File: src/rtl/afifo_wptr_full.sv
// ---------------------------------------------------------------------------
// afifo_wptr_full
//
// Write-domain pointer and full-flag generator for an asynchronous FIFO.
// The write driver talks to this block directly. It gates each write request
// against the full flag, drives the memory write strobe and address, and
// publishes a Gray-coded write pointer to the read domain. The read domain's
// Gray pointer is brought into wclk through a SYNC_STAGES-deep flop chain.
// That synchronized copy is compared against the next write pointer to
// produce a registered full flag.
//
// Optional feature: define AFIFO_WR_ALMOST_FULL_EN to add the walmost_full
// output. This also adds the ALMOST_FULL_THRESH parameter, a Gray-to-binary
// converter on the synchronized read pointer, and a fill-level comparator.
// With the macro undefined, the port and that logic are absent.
//
// Parameters
//   ADDR_WIDTH          memory address width; depth = 2**ADDR_WIDTH (>= 2)
//   SYNC_STAGES         flop stages on the incoming read pointer (2..4)
//   ALMOST_FULL_THRESH  fill level at which walmost_full asserts (macro only)
//
// Ports
//   wclk          in   write-domain clock
//   wrst_n        in   synchronous active-low reset, sampled on posedge wclk
//   winc          in   write request from the producer
//   rptr          in   Gray read pointer from the read domain (ADDR_WIDTH+1)
//   wen           out  memory write strobe, combinational winc & ~wfull
//   waddr         out  memory write address (low bits of binary pointer)
//   wptr          out  registered Gray write pointer to the read domain
//   wfull         out  registered full flag
//   woverflow     out  one-cycle pulse per rejected write request
//   walmost_full  out  registered almost-full flag (macro only)
//
// Handshake: winc acts as the producer's valid and ~wfull as its ready. A
// write transfers on the posedge where winc=1 and wfull=0. A request made
// while wfull=1 is dropped, and woverflow pulses on the following cycle.
// ---------------------------------------------------------------------------
module afifo_wptr_full #(
    parameter int ADDR_WIDTH  = 4,
    parameter int SYNC_STAGES = 2
`ifdef AFIFO_WR_ALMOST_FULL_EN
    ,
    parameter int ALMOST_FULL_THRESH = 2**ADDR_WIDTH - 2
`endif
) (
    input  logic                  wclk,
    input  logic                  wrst_n,
    input  logic                  winc,
    input  logic [ADDR_WIDTH:0]   rptr,
    output logic                  wen,
    output logic [ADDR_WIDTH-1:0] waddr,
    output logic [ADDR_WIDTH:0]   wptr,
    output logic                  wfull,
    output logic                  woverflow
`ifdef AFIFO_WR_ALMOST_FULL_EN
    ,
    output logic                  walmost_full
`endif
);

    localparam int PW = ADDR_WIDTH + 1;

    // -----------------------------------------------------------------------
    // Read-pointer synchronizer. Stage 0 is the metastability-catching flop.
    // The last stage is the usable copy (wq_rptr).
    // -----------------------------------------------------------------------
    logic [SYNC_STAGES-1:0][PW-1:0] rsync_q;
    logic [PW-1:0]                  wq_rptr;

    always_ff @(posedge wclk) begin
        if (!wrst_n) begin
            rsync_q <= '0;
        end else begin
            rsync_q[0] <= rptr;
            for (int i = 1; i < SYNC_STAGES; i++) begin
                rsync_q[i] <= rsync_q[i-1];
            end
        end
    end

    assign wq_rptr = rsync_q[SYNC_STAGES-1];

    // -----------------------------------------------------------------------
    // Write pointer state and next-state logic
    // -----------------------------------------------------------------------
    logic [PW-1:0] wbin;
    logic [PW-1:0] wbin_next;
    logic [PW-1:0] wgray_next;
    logic [PW-1:0] full_match;
    logic          wfull_next;
    logic          woverflow_next;

    // wfull is a register, so the gate depends only on state and winc.
    // No path exists to accept a write into a full FIFO.
    assign wen   = winc & ~wfull;
    assign waddr = wbin[ADDR_WIDTH-1:0];

    // The addition wraps naturally at 2**PW. The MSB tells apart the two
    // laps that share the same memory address.
    assign wbin_next  = wbin + {{ADDR_WIDTH{1'b0}}, wen};
    assign wgray_next = wbin_next ^ (wbin_next >> 1);

    // Full means the writer is exactly one lap ahead of the reader. In Gray
    // code, a one-lap offset inverts the top two bits and leaves the rest
    // unchanged.
    assign full_match     = {~wq_rptr[PW-1:PW-2], wq_rptr[PW-3:0]};
    assign wfull_next     = (wgray_next == full_match);
    assign woverflow_next = winc & wfull;

    always_ff @(posedge wclk) begin
        if (!wrst_n) begin
            wbin      <= '0;
            wptr      <= '0;
            wfull     <= 1'b0;
            woverflow <= 1'b0;
        end else begin
            wbin      <= wbin_next;
            wptr      <= wgray_next;
            wfull     <= wfull_next;
            woverflow <= woverflow_next;
        end
    end

`ifdef AFIFO_WR_ALMOST_FULL_EN
    // -----------------------------------------------------------------------
    // Almost-full: convert the synchronized read pointer back to binary,
    // then compare the post-write fill level against the threshold. Each
    // binary bit is the XOR of all Gray bits at and above it.
    // -----------------------------------------------------------------------
    localparam logic [PW-1:0] AF_THRESH = PW'(ALMOST_FULL_THRESH);

    logic [PW-1:0] wq_rbin;
    logic [PW-1:0] wlevel;

    always_comb begin
        wq_rbin = '0;
        for (int i = 0; i < PW; i++) begin
            wq_rbin[i] = ^(wq_rptr >> i);
        end
    end

    // Modulo-2**PW difference; the value never exceeds the depth.
    assign wlevel = wbin_next - wq_rbin;

    always_ff @(posedge wclk) begin
        if (!wrst_n) begin
            walmost_full <= 1'b0;
        end else begin
            walmost_full <= (wlevel >= AF_THRESH);
        end
    end
`endif

endmodule

File: config.mk
export PLATFORM = sky130hd
export DESIGN_NAME = afifo_wptr_full
export DESIGN_NICKNAME = d
export VERILOG_FILES = /design/src/rtl/afifo_wptr_full.sv
export SDC_FILE = /design/constraint.sdc
export NUM_CORES = 1
export LEC_CHECK = 0
export ABC_CLOCK_PERIOD_IN_PS = 1800
export CAP_MARGIN = 20
export CORE_MARGIN = 5
export CORE_UTILIZATION = 49
export CTS_BUF_LIST = sky130_fd_sc_hd__clkbuf_4
export CTS_CLUSTER_DIAMETER = 50
export DETAILED_ROUTE_END_ITERATION = 10
export PLACE_DENSITY = 0.8
export SYNTH_ARGS = -nofsm -noshare
export SYNTH_HDL_FRONTEND = slang
export SYNTH_SLANG_ARGS = --single-unit
File: constraint.sdc
create_clock -name wclk -period 1.8 [get_ports wclk]
set_input_delay 0.18 -clock wclk [delete_from_list [all_inputs] [get_ports wclk]]
set_output_delay 0.18 -clock wclk [all_outputs]
set_load 0.005 [all_outputs]
==> results of run 1 <==
[metrics by stage]
stage | TNS (ns) | cells | hold slack, ns
after floorplan | 0 | 70 | 0.3017
after global placement | -0.8201 | 110 | 0.4145
after detailed placement | -1.108 | 110 | 0.4203
after CTS | 0 | 114 | 0.4321
after global routing | 0 | 115 | 0.4385
final | 0 | 115 | 0.4426
[how the worst min path moves through the flow]
| stage | startpoint | endpoint | slack, ns | depth (start not counted) |
|---|---|---|---|---|
| floorplan | rptr[2] | rsync_q[2] | 0.30 | 1 |
| detailed placement | rsync_q[2] | wq_rptr[2] | 0.42 | 1 |
| global route | rptr[0] | rsync_q[0] | 0.44 | 2 |
| global placement | rsync_q[4] | wq_rptr[4] | 0.41 | 1 |
| CTS | rptr[2] | rsync_q[2] | 0.43 | 2 |
| finish | rptr[2] | rsync_q[2] | 0.44 | 2 |
[cells by family after synthesis]
family	share of synthesized area [%]
AO/OA/AOI/OAI	2.652
XOR/XNOR	18.56
adder cells (fa/ha/maj)	3.120
buffers and inverters	0.9364
flip-flops	52.42
AND/OR/NAND/NOR	22.31
[registers in the layout (all words and copies together) (netlist names)]
| register | flops |
|---|---|
| rsync_q | 5 |
| wbin | 4 |
| wfull | 1 |
| woverflow | 1 |
| wptr | 5 |
| wq_rptr | 5 |
[cell type report]
cell class	count	area (sq um)	share of cell area [%]
flip-flops and latches	21	421.7	36.79
well taps	16	20.02	1.747
repair buffers	27	250.2	21.83
clock buffers	4	30.03	2.620
multi-input cells	47	424.2	37.01
[worst max-delay path, stage by stage]
cell	delay (ns)
clkdlybuf4s50_1	0.49
nor2b_4	0.18
ha_4	0.16
ha_4	0.17
xor2_2	0.17
xnor3_1	0.44
nand2_2	0.09
nor4_2	0.04
[synth_stat cells, drive strengths merged]
master,count,share of area (%)
xnor2,6,6.6
nand2,3,1.4
nor2,1,0.47
nand4,1,0.78
xnor3,2,5.6
and3b,1,1.1
nor4,1,1.6
dfxtp,21,52
a21boi,2,1.9
o22ai,1,0.78
xor2,5,6.4
clkbuf,2,0.94
nand3,1,0.62
and2,15,12
ha,2,3.1
and3,2,1.6
nor2b,4,3.1
[per-layer routing]
layer  routed length [um]  share of wire (%)  track usage [%]  up-vias
met3                  100                7.5            3.550        0
met5                    0                  0                0        -
met2                  666                 50            20.87       16
met4                    0                  0            2.553        0
li1                     -                  -                -      279
met1                  567                 43            11.56      254
[power by group through the flow]
stage	clock, mW	sequential, mW	combinational [mW]
2_1_floorplan	0	0.506	0.0677
6_report	0.230	0.498	0.150
4_1_cts	0.240	0.497	0.141
5_1_grt	0.266	0.501	0.163
3_3_place_gp	0	0.505	0.129
3_5_place_dp	0	0.508	0.133
[what timing repair did]
item | CTS | global route
pin swaps | 0 | 2
setup buffers | 0 | 1
endpoints found under the setup margin | 1 | 1
resized for setup | 3 | 7
==> metrics.csv, run 1 <==
stage,metric,value,unit
pwr,Leak,0.4662,nW
sta,count of final setup violators,0,
global_routing,vias in the first global route,548,
setup_path,R2R Path End,wfull,
sta,setup ws final,0.06651,ns
min_path,Tightest Hold Check Type,in2reg,
floorplanning,row cnt,14,
floorplanning,Die W,50.46,um
logic_synthesis,synthesized flop and latch total,21,
pwr,Int Power,0.6841,mW
final_layout,fillers,112,
sta,Worst Max-Slew Pin Slew,0.3190,ns
setup_path,R2R setup slack,0.13,ns
final_layout,area grow syn2layout,42.90,%
final_layout,Nets,110,
global_routing,GR Util All Layers,11.03,%
pwr,maximum VDD drop,0.0006055,V
drt,via/cell ratio,4.774,
cts,Max clock buf depth,2,
cts,H-tree depth,1,
cts,total CTS buffers,3,
cts,Root Driver,clkbuf_4,
logic_synthesis,Yosys warning total,0,
global_routing,largest net degree at the start of global routing,12,
setup_path,Required @ worst endpoint,1.99,ns
setup_path,CP Class,in2reg,
drt,Starting DRT DRC Count,3,
setup_path,crit path capture type,flip-flop,
sta,Rel. slew slack,78.67,%
final_layout,"Design Area, Final",1146,sq um
setup_path,critical path peak fanout,5,
final_layout,"most common cell after layout, fill and taps aside",dfxtp_1,
drt,final WL,1333,um
drt,DRT Pass-1 Iters,2,
sta,fin. max-slew vios,0,
pwr,Comb power frac,17.1,%
placement,port buffer count,19,
drt,via count,549,
logic_synthesis,Mapped Nets,80,
setup_path,Worst Setup SP,winc,
job,total of max-cap violations,0,
cts,Worst-Skew Late Latency,0.29,ns
cts,cts hold-fix bufs,0,
pwr,Net Sw Power,0.1945,mW
sta,RSZ-0062 raised after global routing,no,
pwr,Pwr per Cell Area,766.5,nW/um^2
final_layout,"Core Util, Final",75.21,%
drt,DRC,0,
placement,post-detail-place hpwl,1026,um
logic_synthesis,Mapped Area,802.0,sq um
logic_synthesis,Yosys cell types,18,
drt,Post-DRT Antenna Nets,0,
cts,clk slew on worst S/H paths,0.11,ns
global_routing,grt ovf,0,
pwr,Clk network pwr share,26.2,%
pwr,Reg power frac,56.7,%
logic_synthesis,Syn Inst Count,70,
cts,Num Clock Sinks,21,
final_layout,share of layout cells above drive strength 1,21.21,%
sta,clk_skew,0.005116,ns
sta,final hold vios,0,
logic_synthesis,register area share after synthesis,52.42,%
final_layout,most frequent cells in the layout,"dfxtp_1 (20), clkdlybuf4s50_1 (19), and2_1 (15)",
placement,pre-CTS setup slack,-0.3292,ns
floorplanning,core outline area,1524,sq um
pwr,Net Sw Frac,22.13,%
cts,CTS tree,yes,
floorplanning,Die H,50.46,um
pwr,Pwr Total,0.8785,mW
sta,Fmax achieved,0.5769,GHz
drt,WL per Instance,11.59,um
setup_path,worst path arrival time,1.92,ns
placement,GPL Wtd Cong,0.8484,
outcome,outcome,completed,
final_layout,diodes inserted,0,
floorplanning,die area,2546,sq um
global_routing,first-pass GRT wire length,2187,um
setup_path,Register-to-Register Path Depth,7,
logic_synthesis,Synth Area per Inst,11.46,sq um
setup_path,r2r startpoint,wfull,
global_routing,initial antenna violation count,0,
floorplanning,Starting Density,52.63,%
setup_path,Setup crit end,wfull,
floorplanning,IO Count,20,
sta,crit share post-route,96.30,%
sta,fin crit period,1.733,ns
placement,Placed Area,1057,sq um
setup_path,CP Launch Type,primary input,
(Power assumes the default switching activity.)
==> inputs of run 2 (changes only) <==
--- a/config.mk
+++ b/config.mk
@@ -12,7 +12,7 @@
 export CTS_BUF_LIST = sky130_fd_sc_hd__clkbuf_4
 export CTS_CLUSTER_DIAMETER = 50
 export DETAILED_ROUTE_END_ITERATION = 10
-export PLACE_DENSITY = 0.8
+export DONT_BUFFER_PORTS = 1
 export SYNTH_ARGS = -nofsm -noshare
 export SYNTH_HDL_FRONTEND = slang
 export SYNTH_SLANG_ARGS = --single-unit
==> metrics.csv, run 2 (synthesis gave the netlist of run 1 again) <==
stage,metric,value,unit,change
setup_path,worst path arrival time,1.89,ns,was 1.92 ns
global_routing,largest net degree at the start of global routing,16,,was 12
placement,GPL Wtd Cong,0.7345,,was 0.8484
global_routing,GR Util All Layers,11.14,%,was 11.03%
floorplanning,row cnt,14,,unchanged
min_path,Hold Crit Endpoint,wbin[3],,was rsync_q[2]
global_routing,first-pass GRT wire length,2187,um,unchanged
min_path,HP Start,wrst_n,,was rptr[2]
cts,Worst-Skew Late Latency,0.29,ns,about the same
pwr,Pwr per Cell Area,860.2,nW/um^2,was 766.5 nW/um^2
final_layout,most frequent cells in the layout,"dfxtp_1 (21), and2_1 (15), dlygate4sd3_1 (8)",,"was dfxtp_1 (20), clkdlybuf4s50_1 (19), and2_1 (15)"
setup_path,CP Class,reg2reg,,was in2reg
sta,fin crit period,1.668,ns,was 1.733 ns
cts,total CTS buffers,3,,unchanged
sta,crit share post-route,92.64,%,was 96.30%
setup_path,"slowest stage cell, crit path",a21boi_0,,was clkdlybuf4s50_1
drt,Post-DRT Antenna Nets,0,,unchanged
setup_path,Required @ worst endpoint,2.02,ns,was 1.99 ns
sta,Worst Max-Slew Pin Slew,0.4161,ns,was 0.3190 ns
floorplanning,Die W,50.46,um,unchanged
final_layout,Multi-input gate area,394.1,sq um,was 424.2 sq um
floorplanning,IO Count,20,,unchanged
final_layout,diodes inserted,0,,unchanged
cts,CTS tree,yes,,unchanged
final_layout,Nets,95,,was 110
sta,clk_skew,0.002461,ns,was 0.005116 ns
final_layout,fillers,116,,was 112
setup_path,r2r startpoint,wfull,,unchanged
placement,port buffer count,0,,was 19
drt,DRC,0,,unchanged
setup_path,CP peak stage delay,0.36,ns,was 0.49 ns
outcome,outcome,completed,,unchanged
cts,Num Clock Sinks,21,,unchanged
drt,Starting DRT DRC Count,9,,was 3
global_routing,grt ovf,0,,unchanged
global_routing,vias in the first global route,495,,was 548
sta,Rel. slew slack,72.01,%,was 78.67%
placement,pre-CTS setup slack,0.03538,ns,was -0.3292 ns
drt,via count,499,,was 549
setup_path,crit path cell chain,nor2b_1 > ha_1 > buf_4 > a21boi_0 > xnor3_1 > nand2_1 > nor4_2,,was clkdlybuf4s50_1 > nor2b_4 > ha_4 > ha_4 > xor2_2 > xnor3_1 > nand2_2 > nor4_2
pwr,Leak,0.4047,nW,was 0.4662 nW
drt,via/cell ratio,4.990,,was 4.774
floorplanning,Starting Density,52.63,%,unchanged
min_path,worst hold stages,1,,was 2
sta,setup ws final,0.1324,ns,was 0.06651 ns
sta,Fmax achieved,0.5997,GHz,was 0.5769 GHz
min_path,Tightest Hold Check Type,in2reg,,unchanged
cts,Max clock buf depth,2,,unchanged
sta,final hold vios,0,,unchanged
pwr,maximum VDD drop,0.0005722,V,was 0.0006055 V
global_routing,initial antenna violation count,0,,unchanged
final_layout,share of layout cells above drive strength 1,14.29,%,was 21.21%
final_layout,"most common cell after layout, fill and taps aside",dfxtp_1,,unchanged
cts,H-tree depth,1,,unchanged
cts,Root Driver,clkbuf_4,,unchanged
final_layout,area grow syn2layout,21.53,%,was 42.90%
setup_path,crit path capture type,flip-flop,,unchanged
final_layout,register area,420.4,sq um,was 421.7 sq um
final_layout,"Core Util, Final",63.96,%,was 75.21%
sta,final hold slack,0.01359,ns,was 0.4426 ns
placement,post-detail-place hpwl,871.5,um,was 1026 um
setup_path,Register-to-Register Path Depth,7,,unchanged
drt,DRT Pass-1 Iters,3,,was 2
cts,clk slew on worst S/H paths,0.11,ns,about the same
setup_path,CP Launch Type,flip-flop,,was primary input
job,total of max-cap violations,0,,unchanged
setup_path,R2R Path End,wfull,,unchanged
drt,WL per Instance,13.35,um,was 11.59 um
floorplanning,core outline area,1524,sq um,unchanged
drt,final WL,1335,um,was 1333 um
floorplanning,die area,2546,sq um,unchanged
setup_path,R2R setup slack,0.13,ns,about the same
sta,count of final setup violators,0,,unchanged
sta,fin. max-slew vios,0,,unchanged
floorplanning,Die H,50.46,um,unchanged
setup_path,critical path peak fanout,3,,was 5
-- run 2: area by class of cell --
class                      instances  share of cell area (%)
tap                               16                   2.054
sequential                        21                   43.13
timing repair buffer              12                   11.30
clock buffer                       4                   3.081
multi-input combinational         47                   40.44
-- run 2: worst max-delay path by stage --
stage / startpoint / to / slack [ns] / depth (start not counted)
after floorplan: wfull / wfull / 0.09 / 7
after global placement: wfull / wfull / 0.08 / 7
after detailed placement: wfull / wfull / 0.04 / 7
after CTS: wfull / wfull / 0.02 / 7
after global routing: wfull / wfull / -0.02 / 7
final: wfull / wfull / 0.13 / 7
-- run 2: layer usage --
| layer | wire length (um) | track usage [%] |
|---|---|---|
| met1 | 523 | 12.43 |
| met2 | 698 | 18.18 |
| met3 | 102 | 4.734 |
| met4 | 11 | 5.106 |
| met5 | 0 | 0 |
-- run 2: timing repair --
item                                   4_1_cts  5_1_grt
resized for setup                            0        3
endpoints found under the hold margin       16        1
buffers inserted                             0        0
hold buffers                                 7        1
setup endpoints to repair                    0        3
-- run 2: power by group --
group          internal [mW]  total [mW]  switching [mW]
Combinational         0.0643       0.103          0.0390
Sequential             0.487       0.500          0.0132
Clock                  0.101       0.235           0.134
-- run 2: per-stage QoR --
step                cell area (sq um)  TNS (ns)  power (mW)  cells
finish                          974.7         0      0.8385    100
global route                    974.7  -0.02067      0.8882    100
CTS                             944.7         0      0.8400     99
detailed placement              844.6         0      0.5874     88
global placement                844.6         0      0.5859     88
floorplan                       802.0         0      0.5741     70
-- run 2: worst max-delay path: cells and delay by family (launching register included) --
kind | cells | cell delay, ns
xor+xnor | 1 | 0.21
simple gates | 3 | 0.32
fa+ha+maj | 1 | 0.22
buf+inv | 1 | 0.15
compound gates | 1 | 0.36
flops | 1 | 0.34
